[src/rtl/buraq_rf_writeback.sv]
// Register-file write-back arbiter: merges single-cycle ALU results with a FIFO of
// LSU results onto one write port and flags read-after-write hazards for decode.
module buraq_rf_writeback #(
    parameter int DataWidth   = 32,
    parameter int FifoDepth   = 4,
    parameter int StarveLimit = 8
) (
    input  logic                         clk_i,
    input  logic                         rst_i,
    input  logic                         alu_valid_i,
    input  logic [4:0]                   alu_waddr_i,
    input  logic [DataWidth-1:0]         alu_wdata_i,
    output logic                         alu_ready_o,
    input  logic                         lsu_valid_i,
    input  logic [4:0]                   lsu_waddr_i,
    input  logic [DataWidth-1:0]         lsu_wdata_i,
    output logic                         lsu_ready_o,
    output logic                         we_a_o,
    output logic [4:0]                   waddr_a_o,
    output logic [DataWidth-1:0]         wdata_a_o,
    input  logic [4:0]                   raddr_a_i,
    input  logic [4:0]                   raddr_b_i,
    output logic                         hazard_a_o,
    output logic                         hazard_b_o,
    output logic [$clog2(FifoDepth):0]   fifo_count_o
);

    localparam int PtrW = $clog2(FifoDepth);
    localparam int CntW = PtrW + 1;
    localparam int StvW = $clog2(StarveLimit + 1);

    logic [4:0]           fifo_addr_q [FifoDepth];
    logic [DataWidth-1:0] fifo_data_q [FifoDepth];
    logic [PtrW-1:0]      rd_ptr_q;
    logic [PtrW-1:0]      wr_ptr_q;
    logic [CntW-1:0]      count_q;
    logic [StvW-1:0]      starve_q;

    logic fifo_empty;
    logic alu_win;
    logic pop;
    logic push;
    logic hit_a;
    logic hit_b;
    logic [PtrW-1:0] idx;

    assign fifo_empty   = (count_q == '0);
    assign alu_ready_o  = !((starve_q == StvW'(StarveLimit)) && !fifo_empty);
    assign lsu_ready_o  = (count_q < CntW'(FifoDepth));
    assign alu_win      = alu_ready_o && alu_valid_i && (alu_waddr_i != 5'd0);
    // An ALU write to x0 is consumed without claiming the port, so the FIFO may drain.
    assign pop          = !alu_win && !fifo_empty;
    assign push         = lsu_valid_i && lsu_ready_o && (lsu_waddr_i != 5'd0);
    assign fifo_count_o = count_q;

    always_comb begin
        hit_a = 1'b0;
        hit_b = 1'b0;
        idx   = '0;
        for (int k = 0; k < FifoDepth; k++) begin
            idx = rd_ptr_q + PtrW'(k);
            if (CntW'(k) < count_q) begin
                if (fifo_addr_q[idx] == raddr_a_i) hit_a = 1'b1;
                if (fifo_addr_q[idx] == raddr_b_i) hit_b = 1'b1;
            end
        end
    end

    assign hazard_a_o = (raddr_a_i != 5'd0) && (hit_a || (we_a_o && (waddr_a_o == raddr_a_i)));
    assign hazard_b_o = (raddr_b_i != 5'd0) && (hit_b || (we_a_o && (waddr_a_o == raddr_b_i)));

    always_ff @(posedge clk_i) begin
        if (!rst_i && push) begin
            fifo_addr_q[wr_ptr_q] <= lsu_waddr_i;
            fifo_data_q[wr_ptr_q] <= lsu_wdata_i;
        end
    end

    always_ff @(posedge clk_i) begin
        if (rst_i) begin
            rd_ptr_q <= '0;
            wr_ptr_q <= '0;
            count_q  <= '0;
        end else begin
            if (push) wr_ptr_q <= wr_ptr_q + PtrW'(1);
            if (pop)  rd_ptr_q <= rd_ptr_q + PtrW'(1);
            if (push && !pop)      count_q <= count_q + CntW'(1);
            else if (pop && !push) count_q <= count_q - CntW'(1);
        end
    end

    always_ff @(posedge clk_i) begin
        if (rst_i || fifo_empty || pop) begin
            starve_q <= '0;
        end else if (alu_win && (starve_q != StvW'(StarveLimit))) begin
            starve_q <= starve_q + StvW'(1);
        end
    end

    always_ff @(posedge clk_i) begin
        if (rst_i) begin
            we_a_o    <= 1'b0;
            waddr_a_o <= '0;
            wdata_a_o <= '0;
        end else if (alu_win) begin
            we_a_o    <= 1'b1;
            waddr_a_o <= alu_waddr_i;
            wdata_a_o <= alu_wdata_i;
        end else if (pop) begin
            we_a_o    <= 1'b1;
            waddr_a_o <= fifo_addr_q[rd_ptr_q];
            wdata_a_o <= fifo_data_q[rd_ptr_q];
        end else begin
            we_a_o    <= 1'b0;
        end
    end

endmodule

[config.mk]
export PLATFORM = sky130hd
export DESIGN_NAME = buraq_rf_writeback
export DESIGN_NICKNAME = d
export VERILOG_FILES = /design/src/rtl/buraq_rf_writeback.sv
export SDC_FILE = /design/constraint.sdc
export NUM_CORES = 1
export LEC_CHECK = 0
export ABC_AREA = 1
export CORE_MARGIN = 5
export CORE_UTILIZATION = 35
export DETAILED_ROUTE_END_ITERATION = 8
export PLACE_DENSITY_LB_ADDON = 0.05
export SLEW_MARGIN = 20
export SYNTH_ARGS = -nofsm -noshare
export SYNTH_HDL_FRONTEND = slang
export SYNTH_SLANG_ARGS = --single-unit
export TNS_END_PERCENT = 1
[constraint.sdc]
create_clock -name clk_i -period 10.1 [get_ports clk_i]
set_input_delay 3.03 -clock clk_i [delete_from_list [all_inputs] [get_ports clk_i]]
set_output_delay 3.03 -clock clk_i [all_outputs]
set_load 0.01 [all_outputs]
; Word-level counts from Yosys, hierarchy flattened
; Memories as Yosys holds them, arrays and structs flattened. A register that Yosys moved wholly into a read port is not among the register bits.
; Cells that the tools add are included.
[classes]
add_sub_neg = 7
n_mul = 0
div_mod_pow = 0
n_lt_le_gt_ge = 5
n_eq_ne = 12
shifts = 0
muxes = 30
bitwise = 0
reduce_logical = 31
[ops]
columns = operator, n
row1 = $mux W32, 2
row2 = $eq A5 B5 Y1, 10
row3 = $mux W1, 20
row4 = $reduce_bool A5 Y1, 4
row5 = $logic_and A1 B1 Y1, 14
row6 = $mux W5, 2
row7 = $mux W2, 4
row8 = $logic_not A1 Y1, 6
row9 = $lt A1 B3 Y1 const A, 2
row10 = $lt A2 B3 Y1 const A, 2
row11 = $mux W3, 2
row12 = $add A2 B1 Y2 const B, 2
row13 = $add A2 B2 Y2 const B, 2
row14 = $add A4 B1 Y4 const B, 1
row15 = $eq A4 B4 Y1 const B, 1
row16 = $logic_or A1 B1 Y1, 4
row17 = $ne A4 B4 Y1 const B, 1
row18 = $reduce_bool A2 Y1, 2
row19 = $add A3 B1 Y3 const B, 1
row20 = $logic_not A3 Y1, 1
row21 = $lt A3 B3 Y1 const B, 1
row22 = $sub A3 B1 Y3 const B, 1
[word_totals]
register_bits = 49
latchBits = 0
ram_bits = 148
romBits = 0
in_bits = 88
output_inout_bits = 45
word_cells = 94
n_memories = 2
[mem_list]
columns = memory, words, width, rd, rd_ports_with_merged_regs, wr, line_no
row1 = fifo_data_q, 4, 32, 1, 1, 1, 33  ; logic [DataWidth-1:0] fifo_data_q [FifoDepth];
row2 = fifo_addr_q, 4, 5, 4, 1, 1, 32  ; logic [4:0] fifo_addr_q [FifoDepth];

; Logic depth before layout (Yosys ltp)
; Gate-level depths: netlist of run 1.
[logic_depth]
depth_word = 11
ltp_mapped = 14
mapped_depth_nobuf = 12

; Worst setup path after synthesis of run 1
; Ideal clock, no wire load.
[synth_timing]
path_type = in2out
start = in raddr_a_i[1]
end = out hazard_a_o
arrival_time_ps = 3790
required_ps = 7070
setup_slack_ps = 3280
cell_stages = 8
n_path_buf = 1
path_cell_list = buf_2 inv_1 o21ai_0 a21oi_1 nand3_1 nand3_1 nor2_1 nor2_1
[synth_via]
elab_chain_len = 11
elab_cells_between_ends = 17
classes_between = eq/ne (5) / mux (8) / reduce/logical (4)
[synth_rtl]
columns = item, line_no
row1 = "start, declared", 21  ; input logic [4:0] raddr_a_i,
row2 = $eq A5 B5 Y1, 63  ; if (fifo_addr_q[idx] == raddr_a_i) hit_a = 1'b1;
row3 = $mux W1, 63
row4 = $mux W1, 62  ; if (CntW'(k) < count_q) begin
row5 = $mux W1, 63
row6 = $mux W1, 62
row7 = $mux W1, 63
row8 = $mux W1, 62
row9 = $mux W1, 63
row10 = $mux W1, 62
row11 = $logic_or A1 B1 Y1, 69  ; assign hazard_a_o = (raddr_a_i != 5'd0) && (hit_a || (we_a_o && (waddr_a_o == raddr_a_i)));
row12 = $logic_and A1 B1 Y1 (*), 69
row13 = "end, declared", 23  ; output logic hazard_a_o,
; Every way passes the cells marked *; elsewhere a longest branch is shown, timed or not.

; Worst setup path after layout of run 1
[layout_timing]
start = in raddr_a_i[0]
end = out hazard_a_o
; Same word-level chain as after synthesis.

==> results of run 1 <==
-- path summary, 6_finish.rpt --
path                                   to  slack (ps)  cells past startpoint
max                            hazard_a_o        2010                     10
min              starve_q[0]$_SDFFE_PP0P_         470                      1
max reg2reg  fifo_count_o[2]$_SDFFE_PP0P_        6980                     11
min reg2reg      starve_q[0]$_SDFFE_PP0P_         470                      1
-- critical path, delay by kind of cell --
family                 cells  cell delay [ps]
and+or+nand+nor            7              630
buffers and inverters      3             1400
-- cell families after synthesis --
kind of cell | after synthesis | share of synthesized area [%]
buf+inv | 102 | 5.23
xor+xnor | 4 | 0.380
simple gates | 471 | 21.7
compound gates | 183 | 11.8
flops | 199 | 59.3
fa+ha+maj | 11 | 1.49
-- sequential cells by signal, indices dropped and copies added (netlist names), named ones only --
| register | flops |
|---|---|
| fifo_count_o | 3 |
| we_a_o | 1 |
| waddr_a_o | 5 |
| starve_q | 4 |
| fifo_data_q | 128 |
| fifo_addr_q | 20 |
| wr_ptr_q | 2 |
| rd_ptr_q | 2 |
| wdata_a_o | 32 |
-- placed cells by master (no fill, tap or decap), drive strengths merged --
| cell type | instances |
|---|---|
| ha | 11 |
| o221ai | 30 |
| nand2 | 239 |
| xnor2 | 3 |
| a21oi | 15 |
| and2 | 1 |
| inv | 57 |
| clkbuf | 17 |
| a21boi | 1 |
| nor3 | 3 |
| clkdlybuf4s50 | 132 |
| nand4 | 2 |
| clkinv | 11 |
| o21ai | 108 |
| buf | 10 |
| edfxtp | 148 |
| o22ai | 11 |
| xor2 | 1 |
| dfxtp | 51 |
| o211ai | 18 |
| nor2 | 116 |
| nand3 | 110 |
-- per-layer routing --
layer	global-route usage (%)	vias to the layer above	part of all wire (%)
met2	30.1	202	46
met3	3.41	29	5.3
met5	0	-	0.10
li1	-	3606	-
met1	25.8	3451	47
met4	5.02	4	1.4
-- synthesized netlist by cell type, drive strengths merged (11+ instances only) --
| master | n |
|---|---|
| buf | 30 |
| o22ai | 11 |
| clkbuf | 19 |
| inv | 50 |
| dfxtp | 51 |
| nand3 | 110 |
| edfxtp | 148 |
| o221ai | 30 |
| nor2 | 116 |
| ha | 11 |
| o211ai | 18 |
| nand2 | 239 |
| a21oi | 15 |
| o21ai | 108 |
-- area by class of cell --
cell class	instances	area, um^2
clock inverter	15	176
multi-input combinational	669	3290
timing repair buffer	142	1400
tap	335	419
clock buffer	17	425
sequential	199	5470
fill	2585	14600
inverter	53	206
-- power breakdown --
part / switching [mW] / internal (mW)
Sequential: 0.0565 / 0.977
Clock: 0.346 / 0.336
Combinational: 0.638 / 0.344
Total: 1.04 / 1.66
-- per-stage QoR --
step | power [mW] | worst slack, ps | util, % | cell area (um^2) | hold WS [ps]
6_report | 2.70 | 2010 | 43.8 | 11400 | 468
3_3_place_gp | 2.05 | 1980 | 41.5 | 10800 | 452
3_5_place_dp | 2.04 | 2000 | 41.5 | 10800 | 455
4_1_cts | 2.73 | 1990 | 43.8 | 11400 | 476
5_1_grt | 2.89 | 1810 | 43.8 | 11400 | 494
2_1_floorplan | 1.67 | 3280 | - | 9210 | 430
==> qor.txt, run 1 <==
status: completed
Num Clock Sinks: 199
Core Box Area: 26000 um^2
Ports: 133
Die Ht: 172 um
layout cells sized above 1: 6.76%
RR Startpoint: fifo_count_o[1]$_SDFFE_PP0P_
PD cells: 237 nW/um^2
hold_sp: starve_q[0]$_SDFFE_PP0P_
Async SR Flop Fraction: 0%
CTS tree: done
Clock Tree Buf Depth: 2
Die X: 172 um
vias in the first global route: 7375
ys flop type: edfxtp_1
TNS Setup: 0 ps
arrival time at the worst endpoint: 5060 ps
Detail Placement HPWL: 17500 um
Worst Setup SP: raddr_a_i[0]
RD Place Congestion: 0.944
die area: 29700 um^2
largest net degree at the start of global routing: 75
Avg WL per Cell: 18.9 um
final antenna-violating net count: 0
initial antenna violation count: 2
Yosys top cell by area: edfxtp_1
Worst Hold Class: register to register
Synth top area share: 48.3%
Final setup viols: 0
Tcrit/Tclk final: 80.1%
synth warn: 0
EDFF count, synth: 148
# DRC: 0
Clock transition at path regs: 80 ps
first-pass GRT wire length: 42100 um
htree depth: 4
crit path kind: input pin to output pin
sequential element share of the synthesized area: 59.3%
Antenna Cells: 0
Post-Synthesis Cells: 970
CTS root buf: clkbuf_16
slowest library cell on the worst path: clkdlybuf4s50_1
Port-buffer cells: 132
initial drt markers: 485
Syn Area/Cell: 9.49 um^2
# Post-CTS Setup Buffers: 0
GR Overflow Total: 0
Placed Cells: 1398
CP Max Fanout: 7
post_cts resized: 0
DR vias/cell: 5.10
fin nets: 1181
Syn Nets: 1069
Data required, critical path: 7070 ps
Cell Rows: 59
Hold Buf Count CTS: 0
area grow syn2layout: 23.6%
drt pass-1 iters: 5
#FFs+latches synth: 199
post-synthesis cell area: 9210 um^2
Non-Filler Instances: 1430
clock skew: 15.1 ps
crit-path max cell delay: 670 ps
crit path time final: 8090 ps
fin. max-slew vios: 0
effective utilization at floorplan: 35.4%
DR vias: 7292
Clk Latency, worst-skew pair: 440 ps
worst rel slew slack: 40.6%
MaxCap Viol Count: 0
CP Capture Type: output pin
post-synth cell types: 33
Final Hold Viols: 0
Pleak: 4.31 nW
RSZ-0062 raised after global routing: false
Slew @ Worst Pin: 891 ps
maximum vdd drop: 0.100 mV
ranking of synthesized cells by area: edfxtp_1 (48%), dfxtp_1 (11%), nand2_1 (9.0%), o21ai_0 (5.9%), nand3_1 (5.8%)
fmax: 124 MHz
Setup crit start kind: input pin
cts bufs inserted: 17
total wire length: 27100 um
crit-path cells: clkdlybuf4s50_1 -> inv_1 -> nand3_1 -> nand2_1 -> nor2_1 -> nand3_1 -> nand3_1 -> nor2_1 -> nor2_1 -> clkdlybuf4s50_1
GRT Resource Usage Total: 18.6%
Note: power is estimated with default switching activity, not from simulation.
==> run 2: changes to the inputs <==
==> constraint.sdc (replaced) <==
create_clock -name clk_i -period 7.4 [get_ports clk_i]
set_input_delay 2.22 -clock clk_i [delete_from_list [all_inputs] [get_ports clk_i]]
set_output_delay 2.22 -clock clk_i [all_outputs]
set_load 0.01 [all_outputs]
==> qor.txt, run 2 (synthesized netlist as in run 1, its figures left out) <==
status: completed (unchanged)
GRT Resource Usage Total: 18.5% (was 18.6%)
fmax: 154 MHz
Core Box Area: 26000 um^2 (unchanged)
Port-buffer cells: 132 (unchanged)
Crit Reg-Reg Endpoint: waddr_a_o[1]$_SDFFE_PP0P_ (was fifo_count_o[2]$_SDFFE_PP0P_)
vias in the first global route: 7256 (was 7375)
initial antenna violation count: 2 (unchanged)
initial drt markers: 538 (was 485)
CP Capture Type: output pin (unchanged)
reg2reg path depth: 11 (unchanged)
Data required, critical path: 5180 ps (was 7070 ps)
die area: 29700 um^2 (unchanged)
Worst Hold Class: register to register (unchanged)
Clk Latency, worst-skew pair: 440 ps (about the same)
most flop-heavy register: fifo_data_q (unchanged)
drt pass-1 iters: 5 (unchanged)
part of the power in the clock network: 25.8% (was 25.3%)
# Post-CTS Setup Buffers: 0 (unchanged)
Slew @ Worst Pin: 795 ps (was 891 ps)
Num Clock Sinks: 199 (unchanged)
Sw Pwr: 1.40 mW (was 1.04 mW)
effective utilization at floorplan: 35.4% (unchanged)
first-pass GRT wire length: 41800 um (was 42100 um)
area grow syn2layout: 23.8% (was 23.6%)
maximum vdd drop: 0.148 mV (was 0.100 mV)
Detail Placement HPWL: 18000 um (was 17500 um)
Ports: 133 (unchanged)
total wire length: 27100 um (about the same)
DR vias: 7366 (was 7292)
crit path kind: input pin to output pin (unchanged)
sequential power share: 38.7% (was 38.3%)
TNS Setup: 0 ps (unchanged)
post_cts resized: 0 (unchanged)
largest net degree at the start of global routing: 65 (was 75)
final antenna-violating net count: 0 (unchanged)
number of flip-flops in the largest register: 128 (unchanged)
htree depth: 4 (unchanged)
arrival time at the worst endpoint: 4280 ps (was 5060 ps)
PD cells: 324 nW/um^2 (was 237 nW/um^2)
Setup crit start kind: input pin (unchanged)
worst hold slack: 470 ps (was 468 ps)
Avg WL per Cell: 18.9 um (about the same)
fin. max-slew vios: 0 (unchanged)
Clock Tree Buf Depth: 2 (unchanged)
Clock transition at path regs: 80 ps (about the same)
Hold Buf Count CTS: 0 (unchanged)
hold path endpoint: wdata_a_o[8]$_SDFFE_PP0P_ (was starve_q[0]$_SDFFE_PP0P_)
hold_sp: wdata_a_o[8]$_SDFFE_PP0P_ (was starve_q[0]$_SDFFE_PP0P_)
# DRC: 0 (unchanged)
CTS root buf: clkbuf_16 (unchanged)
RR Startpoint: fifo_count_o[0]$_SDFFE_PP0P_ (was fifo_count_o[1]$_SDFFE_PP0P_)
flop2flop setup slack: 4540 ps (was 6980 ps)
layout cells sized above 1: 6.84% (was 6.76%)
Die Ht: 172 um (unchanged)
hold path depth: 2 (was 1)
Die X: 172 um (unchanged)
Final setup viols: 0 (unchanged)
RSZ-0062 raised after global routing: false (unchanged)
commonest non-fill, non-tap cell in the layout: nand2_1 (unchanged)
GR Overflow Total: 0 (unchanged)
Sw Share: 38.0% (was 38.6%)
worst rel slew slack: 47.0% (was 40.6%)
Largest regs: fifo_data_q: 128 flops, wdata_a_o: 32 flops, fifo_addr_q: 20 flops (unchanged)
Final Hold Viols: 0 (unchanged)
DR vias/cell: 5.14 (was 5.10)
Tcrit/Tclk final: 87.9%
most frequent cells in the layout: nand2_1 (221), edfxtp_1 (148), clkdlybuf4s50_1 (132) (unchanged)
cts bufs inserted: 17 (unchanged)
Cell Rows: 59 (unchanged)
MaxCap Viol Count: 0 (unchanged)
CP Max Fanout: 7 (unchanged)
CTS tree: done (unchanged)
P_int: 2.29 mW (was 1.66 mW)
fin nets: 1182 (was 1181)
RD Place Congestion: 0.946 (was 0.944)
clock skew: 13.4 ps (was 15.1 ps)
combinational share of power: 35.5% (was 36.4%)
crit path time final: 6500 ps
Pleak: 4.32 nW (was 4.31 nW)
run 2: cell count changes in the layout (fill, tap and decap cells not counted):
cell        before  now
inv_8            2    5
clkinvlp_4       0    1
clkinv_1         4    3
buf_4           10   11
diode_2          0    1
bufinv_16        0    1
clkinv_8         5    2
clkinv_4         2    1
clkbuf_1         0    1
inv_6            5    4
run 2: area by class of cell:
class / count / area, um^2
Multi-Input combinational cell: 669 / 3290
Sequential cell: 199 / 5470
Timing Repair Buffer: 143 / 1400
Tap cell: 335 / 419
Clock inverter: 14 / 178
Fill cell: 2580 / 14600
Antenna cell: 1 / 2.50
Clock buffer: 18 / 429
Inverter: 53 / 206
run 2: how the worst max path moves through the flow:
stage | to | startpoint | slack (ps)
floorplan | hazard_a_o | raddr_a_i[1] | 2200
global placement | hazard_a_o | raddr_a_i[0] | 890
detailed placement | hazard_a_o | raddr_a_i[0] | 920
CTS | hazard_a_o | raddr_a_i[0] | 900
global route | hazard_a_o | raddr_a_i[0] | 750
finish | hazard_a_o | raddr_a_i[0] | 900
run 2: metrics by stage:
step           power, mW  utilization, %  cells  worst slack, ps  cell area (um^2)
2_1_floorplan       2.28               -    970             2200              9210
3_3_place_gp        2.79            41.5   1399              891             10800
3_5_place_dp        2.79            41.5   1399              915             10800
4_1_cts             3.75            43.9   1431              905             11400
5_1_grt             3.96            43.9   1432              752             11400
6_report            3.70            43.9   1432              896             11400
run 2: worst max-delay path, stage by stage:
cell and delay, ps:
clkdlybuf4s50_1 680, inv_1 190, nand3_1 120, nand2_1 50, nor2_1 140, nand3_1 110
nand2_1 70, nor2_1 60, nor2_1 90, clkdlybuf4s50_1 540
run 2: per-layer routing:
metal	vias to the layer above	track usage (%)	routed length, um
met5	-	0	7
met3	25	3.86	1460
li1	3610	-	-
met1	3553	25.2	12500
met4	2	5.02	435
met2	176	30.0	12700
run 2: power groups by stage:
stage	Clock, mW	Sequential, mW	Combinational [mW]
2_1_floorplan	0	1.45	0.832
3_3_place_gp	0	1.46	1.33
3_5_place_dp	0	1.46	1.33
4_1_cts	0.982	1.43	1.34
5_1_grt	1.03	1.45	1.49
6_report	0.952	1.43	1.31
==> run 3: changes to the inputs <==
==> constraint.sdc (replaced) <==
create_clock -name clk_i -period 5.2 [get_ports clk_i]
set_input_delay 1.56 -clock clk_i [delete_from_list [all_inputs] [get_ports clk_i]]
set_output_delay 1.56 -clock clk_i [all_outputs]
set_load 0.01 [all_outputs]
==> qor.txt, run 3 (synthesized netlist as in run 1, its figures left out) <==
fin. max-slew vios: 0 (unchanged)
most frequent cells in the layout: nand2_1 (221), edfxtp_1 (148), clkdlybuf4s50_1 (129) (was nand2_1 (221), edfxtp_1 (148), clkdlybuf4s50_1 (132))
Data required, critical path: 3640 ps (was 5180 ps)
htree depth: 4 (unchanged)
part of the power in the clock network: 26.4% (was 25.8%)
post_cts resized: 0 (unchanged)
fmax: 198 MHz
fin nets: 1189 (was 1182)
flop2flop setup slack: 2620 ps (was 4540 ps)
RSZ-0062 raised after global routing: false (unchanged)
total wire length: 27900 um (was 27100 um)
area grow syn2layout: 25.4% (was 23.8%)
Worst Hold Class: register to register (unchanged)
first-pass GRT wire length: 42900 um (was 41800 um)
largest net degree at the start of global routing: 69 (was 65)
Core Box Area: 26000 um^2 (unchanged)
# Post-CTS Setup Buffers: 0 (unchanged)
DR vias/cell: 5.14 (about the same)
most flop-heavy register: fifo_data_q (unchanged)
status: completed (unchanged)
vias in the first global route: 7290 (was 7256)
crit path kind: input pin to output pin (unchanged)
GR Overflow Total: 0 (unchanged)
Avg WL per Cell: 19.4 um (was 18.9 um)
P_int: 3.27 mW (was 2.29 mW)
initial antenna violation count: 1 (was 2)
CP Capture Type: output pin (unchanged)
worst rel slew slack: 53.8% (was 47.0%)
Final setup viols: 0 (unchanged)
number of flip-flops in the largest register: 128 (unchanged)
DR vias: 7392 (was 7366)
Cell Rows: 59 (unchanged)
Clk Latency, worst-skew pair: 450 ps (was 440 ps)
combinational share of power: 36.2% (was 35.5%)
clock skew: 27.1 ps (was 13.4 ps)
multi-input logic area: 3290 um^2 (unchanged)
Ports: 133 (unchanged)
Tcrit/Tclk final: 97.0%
Pleak: 4.41 nW (was 4.32 nW)
Final Hold Viols: 0 (unchanged)
Design Area, Final: 11500 um^2 (was 11400 um^2)
Sw Pwr: 2.10 mW (was 1.40 mW)
Core Util, Final: 44.4% (was 43.9%)
arrival time at the worst endpoint: 3480 ps (was 4280 ps)
DP Area: 10900 um^2 (was 10800 um^2)
Largest regs: fifo_data_q: 128 flops, wdata_a_o: 32 flops, fifo_addr_q: 20 flops (unchanged)
# DRC: 0 (unchanged)
Setup crit start kind: input pin (unchanged)
CTS root buf: clkbuf_16 (unchanged)
cts bufs inserted: 17 (unchanged)
Die X: 172 um (unchanged)
Port-buffer cells: 132 (unchanged)
layout cells sized above 1: 7.52% (was 6.84%)
initial drt markers: 650 (was 538)
drt pass-1 iters: 5 (unchanged)
Clock transition at path regs: 90 ps (was 80 ps)
number of fill cells: 2558 (was 2580)
TNS Setup: 0 ps (unchanged)
CTS tree: done (unchanged)
CP Max Fanout: 5 (was 7)
final antenna-violating net count: 0 (unchanged)
GRT Resource Usage Total: 19.0% (was 18.5%)
effective utilization at floorplan: 35.4% (unchanged)
Clock Tree Buf Depth: 2 (unchanged)
Sw Share: 39.1% (was 38.0%)
Hold Buf Count CTS: 0 (unchanged)
MaxCap Viol Count: 0 (unchanged)
Die Ht: 172 um (unchanged)
crit path time final: 5040 ps
Non-Filler Instances: 1439 (was 1432)
Num Clock Sinks: 199 (unchanged)
Detail Placement HPWL: 18500 um (was 18000 um)
die area: 29700 um^2 (unchanged)
Sequential Area: 5470 um^2 (unchanged)
RD Place Congestion: 1.04 (was 0.946)
sequential power share: 37.4% (was 38.7%)
maximum vdd drop: 0.180 mV (was 0.148 mV)
commonest non-fill, non-tap cell in the layout: nand2_1 (unchanged)
Slew @ Worst Pin: 693 ps (was 795 ps)
PD cells: 465 nW/um^2 (was 324 nW/um^2)
Placed Cells: 1406 (was 1399)
[run 3: final timing paths]
path	from	to	cells after the start
hold reg to reg	starve_q[0]$_SDFFE_PP0P_	starve_q[0]$_SDFFE_PP0P_	1
setup / recovery	raddr_a_i[0]	hazard_a_o	10
setup reg to reg	fifo_count_o[0]$_SDFFE_PP0P_	fifo_count_o[2]$_SDFFE_PP0P_	11
hold / removal	starve_q[0]$_SDFFE_PP0P_	starve_q[0]$_SDFFE_PP0P_	1
[run 3: layout make-up]
class	instances	share of cell area, %
Tap cell	335	3.63
Clock buffer	17	3.68
Sequential cell	199	47.3
Timing Repair Buffer	150	13.1
Clock inverter	15	1.93
Inverter	53	1.79
Antenna cell	1	0.0217
Multi-Input combinational cell	669	28.5
[run 3: worst max-delay path: stages]
cell	delay (ps)
clkdlybuf4s50_1	540
inv_1	150
nand3_1	110
nand2_1	60
nor2_1	180
nand3_1	110
nand3_1	90
nor2_1	50
nor2_1	90
clkdlybuf4s50_1	540
[run 3: per-stage QoR]
step / power, mW / setup slack [ps] / hold WS (ps)
after floorplan: 3.25 / 1270 / 430
after global placement: 4.01 / 147 / 452
after detailed placement: 4.00 / 132 / 455
after CTS: 5.44 / 121 / 478
after global routing: 5.75 / 17.0 / 500
final: 5.37 / 156 / 473
[run 3: layer usage]
metal | global-route usage [%] | wire length (um) | vias to the layer above
li1 | - | - | 3634
met1 | 26.4 | 12900 | 3520
met2 | 30.7 | 13100 | 208
met3 | 3.91 | 1500 | 28
met4 | 4.75 | 393 | 2
met5 | 0 | 13 | -
[run 3: power by group through the flow]
stage / logic [mW] / clock network (mW) / registers [mW]
3_5_place_dp: 1.96 / 0 / 2.04
3_3_place_gp: 1.97 / 0 / 2.05
4_1_cts: 1.97 / 1.46 / 2.01
6_report: 1.95 / 1.42 / 2.01
5_1_grt: 2.19 / 1.53 / 2.03
2_1_floorplan: 1.18 / 0 / 2.06
